### config.mk
export PLATFORM = sky130hd
export DESIGN_NAME = present_decrypt
export DESIGN_NICKNAME = d
export VERILOG_FILES = /design/src/rtl/present_pkg.sv /design/src/rtl/present_key_step.sv /design/src/rtl/present_decrypt.sv
export SDC_FILE = /design/constraint.sdc
export NUM_CORES = 1
export LEC_CHECK = 0
export CORE_MARGIN = 4
export CORE_UTILIZATION = 45
export CTS_BUF_LIST = sky130_fd_sc_hd__clkbuf_4 sky130_fd_sc_hd__clkbuf_8 sky130_fd_sc_hd__clkbuf_16
export CTS_CLUSTER_DIAMETER = 30
export DETAILED_ROUTE_END_ITERATION = 8
export HOLD_SLACK_MARGIN = 0.15
export MAX_ROUTING_LAYER = met4
export PLACE_DENSITY = 0.77
export SYNTH_ARGS = -nofsm -noshare
export SYNTH_HDL_FRONTEND = slang
export SYNTH_SLANG_ARGS = --single-unit
### constraint.sdc
create_clock -name clk -period 5.4 [get_ports clk]
set_input_delay 1.35 -clock clk [delete_from_list [all_inputs] [get_ports clk]]
set_output_delay 1.35 -clock clk [all_outputs]
set_load 0.005 [all_outputs]
### src/rtl/present_pkg.sv
// present_pkg: shared PRESENT-80 definitions for the encrypt and decrypt cores.
//   - KEY_W / BLK_W / ROUNDS_STD width and round-count constants
//   - SBOX / INV_SBOX nibble tables (nibble n of the constant holds S[n])
//   - s_layer / inv_s_layer, p_layer / inv_p_layer block permutations
//   - key_update / inv_key_update one-step key schedule (key, 5-bit round counter)
package present_pkg;

  localparam int unsigned KEY_W      = 80;
  localparam int unsigned BLK_W      = 64;
  localparam int unsigned ROUNDS_STD = 31;

  localparam logic [63:0] SBOX     = 64'h21748FE3DA09B65C;
  localparam logic [63:0] INV_SBOX = 64'hA970364BD21C8FE5;

  typedef enum logic [1:0] {
    ST_IDLE,
    ST_KEYEXP,
    ST_DEC,
    ST_FINAL
  } dec_state_t;

  function automatic logic [3:0] sbox(input logic [3:0] x);
    return SBOX[{x, 2'b00} +: 4];
  endfunction

  function automatic logic [3:0] inv_sbox(input logic [3:0] x);
    return INV_SBOX[{x, 2'b00} +: 4];
  endfunction

  function automatic logic [BLK_W-1:0] s_layer(input logic [BLK_W-1:0] b);
    logic [BLK_W-1:0] r;
    logic [5:0]       base;
    r = '0;
    for (int unsigned i = 0; i < 16; i++) begin
      base = {i[3:0], 2'b00};
      r[base +: 4] = sbox(b[base +: 4]);
    end
    return r;
  endfunction

  function automatic logic [BLK_W-1:0] inv_s_layer(input logic [BLK_W-1:0] b);
    logic [BLK_W-1:0] r;
    logic [5:0]       base;
    r = '0;
    for (int unsigned i = 0; i < 16; i++) begin
      base = {i[3:0], 2'b00};
      r[base +: 4] = inv_sbox(b[base +: 4]);
    end
    return r;
  endfunction

  // Forward pLayer: bit i -> bit 16*i mod 63, bit 63 fixed.
  function automatic logic [BLK_W-1:0] p_layer(input logic [BLK_W-1:0] b);
    logic [BLK_W-1:0] r;
    logic [5:0]       j;
    r = '0;
    for (int unsigned i = 0; i < 63; i++) begin
      j    = 6'((i * 16) % 63);
      r[j] = b[i[5:0]];
    end
    r[63] = b[63];
    return r;
  endfunction

  // Inverse pLayer: since 16*4 = 64 = 1 (mod 63), undoing the forward
  // permutation moves bit i to bit 4*i mod 63.
  function automatic logic [BLK_W-1:0] inv_p_layer(input logic [BLK_W-1:0] b);
    logic [BLK_W-1:0] r;
    logic [5:0]       j;
    r = '0;
    for (int unsigned i = 0; i < 63; i++) begin
      j    = 6'((i * 4) % 63);
      r[j] = b[i[5:0]];
    end
    r[63] = b[63];
    return r;
  endfunction

  function automatic logic [KEY_W-1:0] key_update(input logic [KEY_W-1:0] k,
                                                   input logic [4:0]       cnt);
    logic [KEY_W-1:0] r;
    r          = {k[18:0], k[79:19]};
    r[79:76]   = sbox(r[79:76]);
    r[19:15]   = r[19:15] ^ cnt;
    return r;
  endfunction

  // Exact inverse of key_update: undo the counter XOR, then the S-box, then
  // rotate back the 19 positions the forward step moved the register.
  function automatic logic [KEY_W-1:0] inv_key_update(input logic [KEY_W-1:0] k,
                                                       input logic [4:0]       cnt);
    logic [KEY_W-1:0] r;
    r          = k;
    r[19:15]   = r[19:15] ^ cnt;
    r[79:76]   = inv_sbox(r[79:76]);
    return {r[60:0], r[79:61]};
  endfunction

endpackage

### src/rtl/present_key_step.sv
// present_key_step: single combinational key-schedule step, shared by the
// forward expansion and the inverse walk-back so only one path exists.
//   key_in  [79:0] current key register
//   cnt     [4:0]  round counter mixed into bits [19:15]
//   dir            0 = forward update, 1 = inverse update
//   key_out [79:0] updated key register
module present_key_step
  import present_pkg::*;
(
  input  logic [KEY_W-1:0] key_in,
  input  logic [4:0]       cnt,
  input  logic             dir,
  output logic [KEY_W-1:0] key_out
);

  always_comb begin
    key_out = dir ? inv_key_update(key_in, cnt) : key_update(key_in, cnt);
  end

endmodule

### src/rtl/present_decrypt.sv
// present_decrypt: iterative PRESENT-80 decryption, one round per clock.
// The key is first run forward to the last round key, then walked back one
// step per inverse round, so no round keys are stored.
//   clk         rising-edge clock
//   reset       asynchronous active-low reset
//   start       request pulse, sampled only in IDLE
//   ciphertext  [63:0] input block, latched on accept
//   key         [79:0] user key, latched on accept
//   plaintext   [63:0] registered result, held until the next accept
//   busy        high from the accept edge through the final edge
//   ready       high once plaintext is valid, until the next accept
module present_decrypt
  import present_pkg::*;
#(
  parameter int unsigned ROUNDS = ROUNDS_STD
) (
  input  logic             clk,
  input  logic             reset,
  input  logic             start,
  input  logic [BLK_W-1:0] ciphertext,
  input  logic [KEY_W-1:0] key,
  output logic [BLK_W-1:0] plaintext,
  output logic             busy,
  output logic             ready
);

  localparam logic [4:0] LAST_CNT = 5'(ROUNDS);

  dec_state_t       fsm, fsm_nxt;
  logic [BLK_W-1:0] state_reg, state_nxt;
  logic [KEY_W-1:0] key_reg, key_nxt;
  logic [4:0]       cnt, cnt_nxt;
  logic [BLK_W-1:0] plaintext_nxt;
  logic             busy_nxt, ready_nxt;
  logic             key_dir;
  logic [KEY_W-1:0] key_step_out;
  logic [BLK_W-1:0] round_key;

  present_key_step u_key_step (
    .key_in  (key_reg),
    .cnt     (cnt),
    .dir     (key_dir),
    .key_out (key_step_out)
  );

  always_ff @(posedge clk or negedge reset) begin
    if (!reset) begin
      fsm       <= ST_IDLE;
      state_reg <= '0;
      key_reg   <= '0;
      cnt       <= '0;
      plaintext <= '0;
      busy      <= 1'b0;
      ready     <= 1'b0;
    end else begin
      fsm       <= fsm_nxt;
      state_reg <= state_nxt;
      key_reg   <= key_nxt;
      cnt       <= cnt_nxt;
      plaintext <= plaintext_nxt;
      busy      <= busy_nxt;
      ready     <= ready_nxt;
    end
  end

  always_comb begin
    fsm_nxt       = fsm;
    state_nxt     = state_reg;
    key_nxt       = key_reg;
    cnt_nxt       = cnt;
    plaintext_nxt = plaintext;
    busy_nxt      = busy;
    ready_nxt     = ready;
    key_dir       = (fsm == ST_DEC);
    round_key     = key_reg[KEY_W-1 -: BLK_W];

    case (fsm)
      ST_IDLE: begin
        if (start) begin
          state_nxt = ciphertext;
          key_nxt   = key;
          cnt_nxt   = 5'd1;
          busy_nxt  = 1'b1;
          ready_nxt = 1'b0;
          fsm_nxt   = ST_KEYEXP;
        end
      end
      ST_KEYEXP: begin
        key_nxt = key_step_out;
        if (cnt == LAST_CNT) begin
          fsm_nxt = ST_DEC;
        end else begin
          cnt_nxt = cnt + 5'd1;
        end
      end
      ST_DEC: begin
        state_nxt = inv_s_layer(inv_p_layer(state_reg ^ round_key));
        key_nxt   = key_step_out;
        cnt_nxt   = cnt - 5'd1;
        if (cnt == 5'd1) begin
          fsm_nxt = ST_FINAL;
        end
      end
      ST_FINAL: begin
        plaintext_nxt = state_reg ^ round_key;
        ready_nxt     = 1'b1;
        busy_nxt      = 1'b0;
        fsm_nxt       = ST_IDLE;
      end
      default: begin
        fsm_nxt = ST_IDLE;
      end
    endcase
  end

endmodule

# Word level (Yosys, flattened, before mapping)
# Index checks and enable logic that the tools add are counted.
[totals]
memories = 0
latchBits = 0
romBits = 0
ff_bits = 217
mem_bits_rw = 0
inputBits = 147
[classes]
n_lt_le_gt_ge = 0
shifts = 18
mux = 16
mul = 0
add_sub_neg = 2
n_eq_ne = 9
div_mod_pow = 0
n_bitwise = 3
n_reduce_logical = 11
[ops]
columns = ["op", "count"]
rows = [
  ["64-bit by 7-bit variable part select with 4-bit output, first input constant", 18],
  ["80-bit 2-to-1 mux", 2],
  ["80-bit one-hot mux with 2 select lines", 1],
  ["64-bit one-hot mux with 2 select lines", 1],
  ["64-bit 2-to-1 mux", 1],
  ["64-bit XOR", 1],
  ["5-bit one-hot mux with 3 select lines", 1],
  ["5-bit 2-to-1 mux", 2],
  ["5-bit XOR", 2],
  ["2-bit != test, second input constant", 4],
  ["2-bit one-hot mux with 4 select lines", 1],
  ["2-bit 2-to-1 mux", 3],
  ["2-bit AND reduction", 3],
  ["3-bit AND reduction", 2],
  ["2-bit nonzero test", 3],
  ["5-bit by 1-bit adder with 5-bit output, second input constant", 1],
  ["5-bit by 1-bit == test with 1-bit output, second input constant", 1],
  ["5-bit == test, second input constant", 1],
  ["5-bit by 1-bit subtractor with 5-bit output, second input constant", 1],
  ["2-bit == test, second input constant", 2],
  ["1-bit one-hot mux with 2 select lines", 2],
  ["3-bit nonzero test", 1],
  ["2-bit by 1-bit == test with 1-bit output, second input constant", 1],
  ["2-bit logical NOT", 1],
  ["2 further kinds", 3],
]

# Depth between registers and ports, before layout
# Gate-level depths: netlist of the first run.
[depth]
word_depth = 4
ltp_mapped = 10
ltp_nobuf = 7

# Hierarchy
# A second synthesis of the first run with hierarchy kept.
[unflattened]
cells_unflattened = 1624
area_unflattened_um2 = 15651.3
[by_module_without_submodules]
columns = ["module", "cells_each", "seq_area_each_um2", "area_each_um2", "n_inst"]
rows = [
  ["present_decrypt", 1465, 5430.2, 14226.1, 1],
  ["present_key_step", 159, 0.0, 1425.1, 1],
]

# Worst setup path after synthesis of the first run
# Ideal clock, no wire load.
[synth_path]
kind = "input -> register"
startpoint = "input port start"
endpoint = "register state_reg[59]"
setup_slack_ps = 2866
path_buffers = 3
cell_stages = 5
t_arrival_ps = 2440
cell_sequence = "clkbuf_1 clkbuf_1 clkbuf_1 o22ai_1 a221oi_2"
[synth_via]
elab_chain_len = 2
[synth_rtl]
columns = ["item", "line", "rtl"]
rows = [
  ["from (decl)", "present_decrypt.sv:19", "input logic start,"],
  ["2-bit != test (no line)", "-", ""],
  ["2-bit AND reduction (no line)", "-", ""],
  ["to (signal assigned)", "present_decrypt.sv:57", "state_reg <= state_nxt;"],
  ["to (decl)", "present_decrypt.sv:30", "logic [BLK_W-1:0] state_reg, state_nxt;"],
]
# No other way between the ends.
# A chain may end at the register's enable or synchronous reset.

# Worst setup path after layout of the first run
[layout_path]
startpoint = "register fsm[0]"
endpoint = "register state_reg[8]"
[layout_via]
elab_chain_len = 3
elab_cells_between_ends = 6
[layout_rtl]
columns = ["item", "line", "rtl"]
rows = [
  ["from (decl)", "present_decrypt.sv:29", "dec_state_t fsm, fsm_nxt;"],
  ["from (signal assigned)", "present_decrypt.sv:56", "fsm <= fsm_nxt;"],
  ["2-bit == test or 2-bit logical NOT (tied branches)", "present_decrypt.sv:77", "case (fsm)"],
  ["2-bit nonzero test (no line) or 2-bit != test (tied branches)", "-", ""],
  ["2-bit AND reduction (no line)", "-", ""],
]
# Parallel ways exist; a longest one is shown, timed or not.

==> metrics.txt, run 1 <==
clock latency on the worst-skew pair about 0.56 ns; Warnings, synthesis 0; Post-Route WL about 52000 microns; Crit path required time between 5 and 6 ns; Setup CP Type flop to flop; Sink Count roughly 220; Syn Nets 1944; global-route wire length before repair around 79000 microns; Slew @ Worst Pin between 1 and 1.5 ns; hold_sp plaintext[50]; flip-flop count of the largest register after layout 80; Slew HR 24.3%; CTS Buf Count 57; post-synthesis compound-gate area fraction 19.3%; Synth Area in XOR/XNOR slightly above 7%; final routed DRC violation total 0; area of the die around 0.037 sq mm; hold slack final just over 0.5 ns; outcome complete, no violations; Fin Clk Skew approximately 0.019 ns; Post-Synth Simple-Gate Area 11.5%; worst hold path type flop to flop; final slew viol count 0; post-route setup slack just under 2 ns; crit path from fsm[0]; WL/cell about 22 microns; # rows between 60 and 70; Layout Cells excl Fill 2349; Yosys reg bits between 200 and 250; number of global-route vias before repair about 14k; initial core utilization about 46%; CTS resizes 0; largest net degree at the start of global routing 128; sequential share of the synthesized area between 30% and 40%; Final period util between 60% and 70%; H-tree levels 2; nets@finish about 2.1k; CTS Buffer Depth 3; worst flop-to-flop path startpoint fsm[0]; count of final setup violators 0; post-synthesis cell area 0.0154 sq mm; share of the synthesized area in the top cell type between 30% and 40%; main flop type after synthesis dfrtp_1; initial antenna violation count 0; chip height slightly below 200 microns; drt pass-1 iters 7; Slowest cell on crit path ha_4; Die Wd about 190 microns; layout cells sized above 1 approximately a tenth; drt via density 6.09; I/O Buffers 212; Synth Area in Adders 9.45%; post-detail-place hpwl between 30000 and 40000 microns; drt first-iter violations 1759; Final ANT Viol Nets 0; Setup WS pre-CTS between 1.5 and 2 ns; fmax roughly 290 MHz; dpl cells 2241; commonest cells in the netlist 217 x dfrtp_1, 204 x nand2_1, 119 x nor2_1; area leader, netlist dfrtp_1; WP data arrival approximately 4 ns; RePlAce Congestion ~0.95; number of max-cap violations 0; Clock Pin Slew Worst Setup and Hold Paths about 0.05 ns; worst-path fanout max 104; vias around 14k; top-count cell post-synth dfrtp_1; CTS tree done; Root Buffer clkbuf_16; setup repair bufs after CTS 0; largest family of logic cells by synthesized area compound AO/OA/AOI/OAI gates; total track usage roughly 28%; fin crit period roughly 3.5 ns; final hold vios 0; Critical Path Max Stage Delay roughly 0.74 ns; Core Footprint 0.0336 sq mm; Async SR Flop Fraction 100%; post-synthesis mux area share between 10% and 20%; Syn Area/Cell about 9 sq um; GRT Residual Overflow 0; RSZ-0062 raised after global routing no; cell chain of the critical path inv_1, ha_4, buf_12, nor2b_1, nor2_1, o31a_1; Synth cell types 58; # diodes 0; CP endpoint kind flop; # hold bufs at CTS 0; Post-Synthesis Cells approximately 1.7k; synth top area cells dfrtp_1 35%, ha_1 9.4%, mux2i_1 6.3%; startpoint types flop; area grow syn2layout 29.0%; Ports approximately 210; number of enable flip-flop cells after synthesis 0; setup TNS 0 ns
[final timing paths]
check / end / slack, ns / cells after the start
worst min-delay path: plaintext[50] / 0.50 / 2
worst min register to register: plaintext[50] / 0.50 / 2
max in group asynchronous: plaintext[19] / 3.51 / 2
worst max-delay path: state_reg[8] / 1.94 / 6
worst max register to register: state_reg[8] / 1.94 / 6
min in group asynchronous: plaintext[11] / 0.84 / 1
[cell type report]
cell class	instances	area, sq um
clock buffer	74	1650
clock inverter	34	399
fill	2772	13800
inverter	108	405
multi-input combinational	1241	9100
sequential	217	5430
tap	448	561
timing repair buffer	227	2270
[cell usage in the layout (no fill, tap or decap), types with 10 or more instances in the layout]
| cell type | Yosys | routed |
|---|---|---|
| dfrtp_1 | 217 | 217 |
| clkdlybuf4s50_1 | 0 | 210 |
| nand2_1 | 204 | 204 |
| nor2_1 | 119 | 118 |
| ha_1 | 116 | 113 |
| inv_1 | 100 | 100 |
| mux2i_1 | 96 | 96 |
| a21oi_1 | 90 | 90 |
| xnor2_1 | 76 | 76 |
| o21ai_1 | 60 | 60 |
| clkbuf_16 | 0 | 59 |
| o22ai_1 | 58 | 58 |
| o21ai_0 | 54 | 54 |
| nor3_1 | 49 | 49 |
| o211ai_1 | 42 | 42 |
| mux4_2 | 34 | 34 |
| xor2_1 | 33 | 33 |
| a221oi_1 | 31 | 31 |
| a211oi_1 | 27 | 27 |
| nand3_1 | 20 | 20 |
| a2111oi_0 | 20 | 20 |
| buf_4 | 0 | 12 |
| o2bb2ai_1 | 11 | 11 |
| clkinvlp_4 | 0 | 11 |
| o221ai_1 | 10 | 10 |
[metrics by stage]
stage	util, %	cell area, sq um
after floorplan	-	15400
after global placement	52.9	17800
after detailed placement	52.9	17800
after CTS	58.9	19800
after global routing	58.9	19800
final	58.9	19800
[critical path: cells and delay by family, from the launching register on]
kind                     cells  cell delay (ns)
flip-flops                   1             0.41
AND/OR/NAND/NOR              2             0.95
AO/OA/AOI/OAI                1             0.37
adder cells (fa/ha/maj)      1             0.74
buffers and inverters        2             0.70
[cells by family (layout without fill, tap and decap cells)]
group                      Yosys count  count (layout)
muxes                              134             134
xor gates and xnor gates           117             117
AOI/OAI and AO/OA                  452             452
adders and majority gates          116             116
buffers and inverters              223             443
DFF                                217             217
and+or+nand+nor                    422             422
[metal layers]
| layer | up-vias | share of wire [%] | global-route usage (%) |
|---|---|---|---|
| li1 | 6360 | - | - |
| met1 | 6919 | 39 | 36.7 |
| met4 | 0 | 4.7 | 11.5 |
| met5 | - | 0 | - |
| met2 | 856 | 45 | 41.9 |
| met3 | 169 | 12 | 6.98 |
Power of run 1 is not shown: default switching activity piles up to over one toggle a cycle in this logic, so the estimate is an artifact.
==> run 2: changes to the inputs <==
--- a/config.mk
+++ b/config.mk
@@ -12,7 +12,7 @@
 export DETAILED_ROUTE_END_ITERATION = 8
 export HOLD_SLACK_MARGIN = 0.15
 export MAX_ROUTING_LAYER = met4
-export PLACE_DENSITY = 0.77
+export PLACE_DENSITY = 0.79
 export SYNTH_ARGS = -nofsm -noshare
 export SYNTH_HDL_FRONTEND = slang
 export SYNTH_SLANG_ARGS = --single-unit
==> constraint.sdc (replaced) <==
create_clock -name clk -period 3.1 [get_ports clk]
set_input_delay 0.775 -clock clk [delete_from_list [all_inputs] [get_ports clk]]
set_output_delay 0.775 -clock clk [all_outputs]
set_load 0.005 [all_outputs]
==> run 2 against run 1 <==
Non-clock buffer count grew 29. Final area grew 1.2%. Worst hold slack lost 0.29 ns. Cell count grew 1.1%. First-iteration DRC count shrank 9.8%. Clock-buffer cell count shrank 10. Clock skew grew 0.0053 ns. Critical endpoint is now state_reg[50].
==> metrics.txt, run 2 (synthesized netlist as in run 1, its figures left out) <==
outcome complete, no violations; global-route wire length before repair 80200 microns (+2.0%); CTS Buf Count 56 (-1.8%); flip-flop count of the largest register after layout 80 (unchanged); number of max-cap violations 0 (unchanged); worst-path fanout max 7 (-93%); Clock Pin Slew Worst Setup and Hold Paths 0.05 ns (about the same); clock latency on the worst-skew pair 0.57 ns (about the same); # rows 67 (unchanged); CTS tree done; most frequent cells in the layout 217 x dfrtp_1, 210 x clkdlybuf4s50_1, 204 x nand2_1; chip height 193 microns (unchanged); WL/cell 22.4 microns (+0.89%); layout cells sized above 1 11.2% (+1.2 points); setup repair bufs after CTS 0 (unchanged); count of final setup violators 0 (unchanged); initial antenna violation count 1 (+1); area grow syn2layout 30.5%; vias 14.2k (-0.48%); area of the die 0.0372 sq mm (unchanged); Final ANT Viol Nets 0 (unchanged); Filler Cells Inserted 2804 (+1.2%); H-tree levels 2 (unchanged); Core Footprint 0.0336 sq mm (unchanged); I/O Buffers 212 (unchanged); FF+latch area 0.00543 sq mm (unchanged); final slew viol count 0 (unchanged); Crit path required time 3.51 ns (-2.33 ns); Root Buffer clkbuf_16; CP endpoint kind flop; Slew HR 37.4% (+13 points); worst hold path type input pin to asynchronous set/reset pin; largest net degree at the start of global routing 135 (+5.5%); Layout Cells excl Fill 2376 (+1.1%); final hold vios 0 (unchanged); post-detail-place hpwl 38600 microns (+3.3%); Die Wd 193 microns (unchanged); area of the multi-input gates 0.00910 sq mm (unchanged); fin crit period 2.72 ns (-0.745 ns); RSZ-0062 raised after global routing no; Final period util 87.7% (+24 points); drt via density 5.99 (-1.6%); GRT Residual Overflow 0 (unchanged); Post-Route WL 53200 microns (+2.0%); Sink Count 217 (unchanged); RePlAce Congestion 0.987 (+4.2%); drt pass-1 iters 5 (-2); Setup CP Type flop to flop; final routed DRC violation total 0 (unchanged); CTS Buffer Depth 3 (unchanged); startpoint types flop; most common cell after layout, fill and taps aside dfrtp_1; utilization after layout 59.6% (+0.70 points); Fin Clk Skew 0.0238 ns (+0.00528 ns); total track usage 28.7% (+0.65 points); Slew @ Worst Pin 0.933 ns (-0.202 ns); CTS resizes 0 (unchanged); initial core utilization 45.7% (unchanged); # hold bufs at CTS 0 (unchanged); dpl cells 2270 (+1.3%); setup TNS 0 ns (unchanged); drt first-iter violations 1586 (-9.8%); number of global-route vias before repair 13.9k (+1.1%); nets@finish 2143 (+1.3%); WP data arrival 3.13 ns (-0.78 ns); fmax 368 MHz (+27%); Ports 213 (unchanged)
run 2: cell count changes in the layout (fill, tap and decap cells not counted), sizes merged:
cell	previous run	this run
bufinv	7	9
clkinvlp	11	16
clkbuf	74	65
buf	17	45
diode	0	1
inv	110	109
clkinv	14	15
run 2: worst max-delay path, stage by stage, from the launching register on:
cell       delay, ns
dfrtp_1         0.44
xnor2_1         0.56
inv_1           0.20
ha_1            0.39
inv_1           0.10
mux2i_1         0.15
a2111oi_0       0.60
nor3_1          0.13
run 2: metal layers:
metal | routed length [microns] | part of all wire [%] | up-vias | global-route usage (%)
met5 | 0 | 0 | - | -
met4 | 1970 | 3.7 | 0 | 10.6
met3 | 5480 | 10 | 119 | 5.50
met2 | 24300 | 46 | 784 | 43.8
met1 | 21400 | 40 | 6918 | 38.4
li1 | - | - | 6415 | -
run 2: final timing paths:
kind                          startpoint       endpoint  slack [ns]  cells past startpoint
max in group asynchronous          reset  plaintext[50]        2.00                      2
max                          key_reg[28]  state_reg[50]        0.38                      7
max reg2reg                  key_reg[28]  state_reg[50]        0.38                      7
min in group clk           plaintext[50]  plaintext[50]        0.50                      2
min                                reset  plaintext[61]        0.21                      1
min reg2reg                plaintext[50]  plaintext[50]        0.50                      2
run 2: layout make-up:
cell class / count / share of cell area (%)
diodes: 1 / 0.0125
clock buffers: 64 / 7.53
clock inverters: 41 / 2.44
inverters: 108 / 2.02
multi-input cells: 1241 / 45.4
flip-flops and latches: 217 / 27.1
well taps: 448 / 2.80
repair buffers: 256 / 12.7
run 2: through the flow:
stage / hold WS (ns) / area, sq um / setup slack [ns]
6_report: 0.213 / 20000 / 0.383
2_1_floorplan: 0.467 / 15400 / 0.959
5_1_grt: 0.286 / 20000 / 0.212
3_5_place_dp: 0.493 / 18000 / 0.464
4_1_cts: 0.277 / 20000 / 0.417
3_3_place_gp: 0.483 / 18000 / 0.586
Power of run 2 is left out for the same reason.
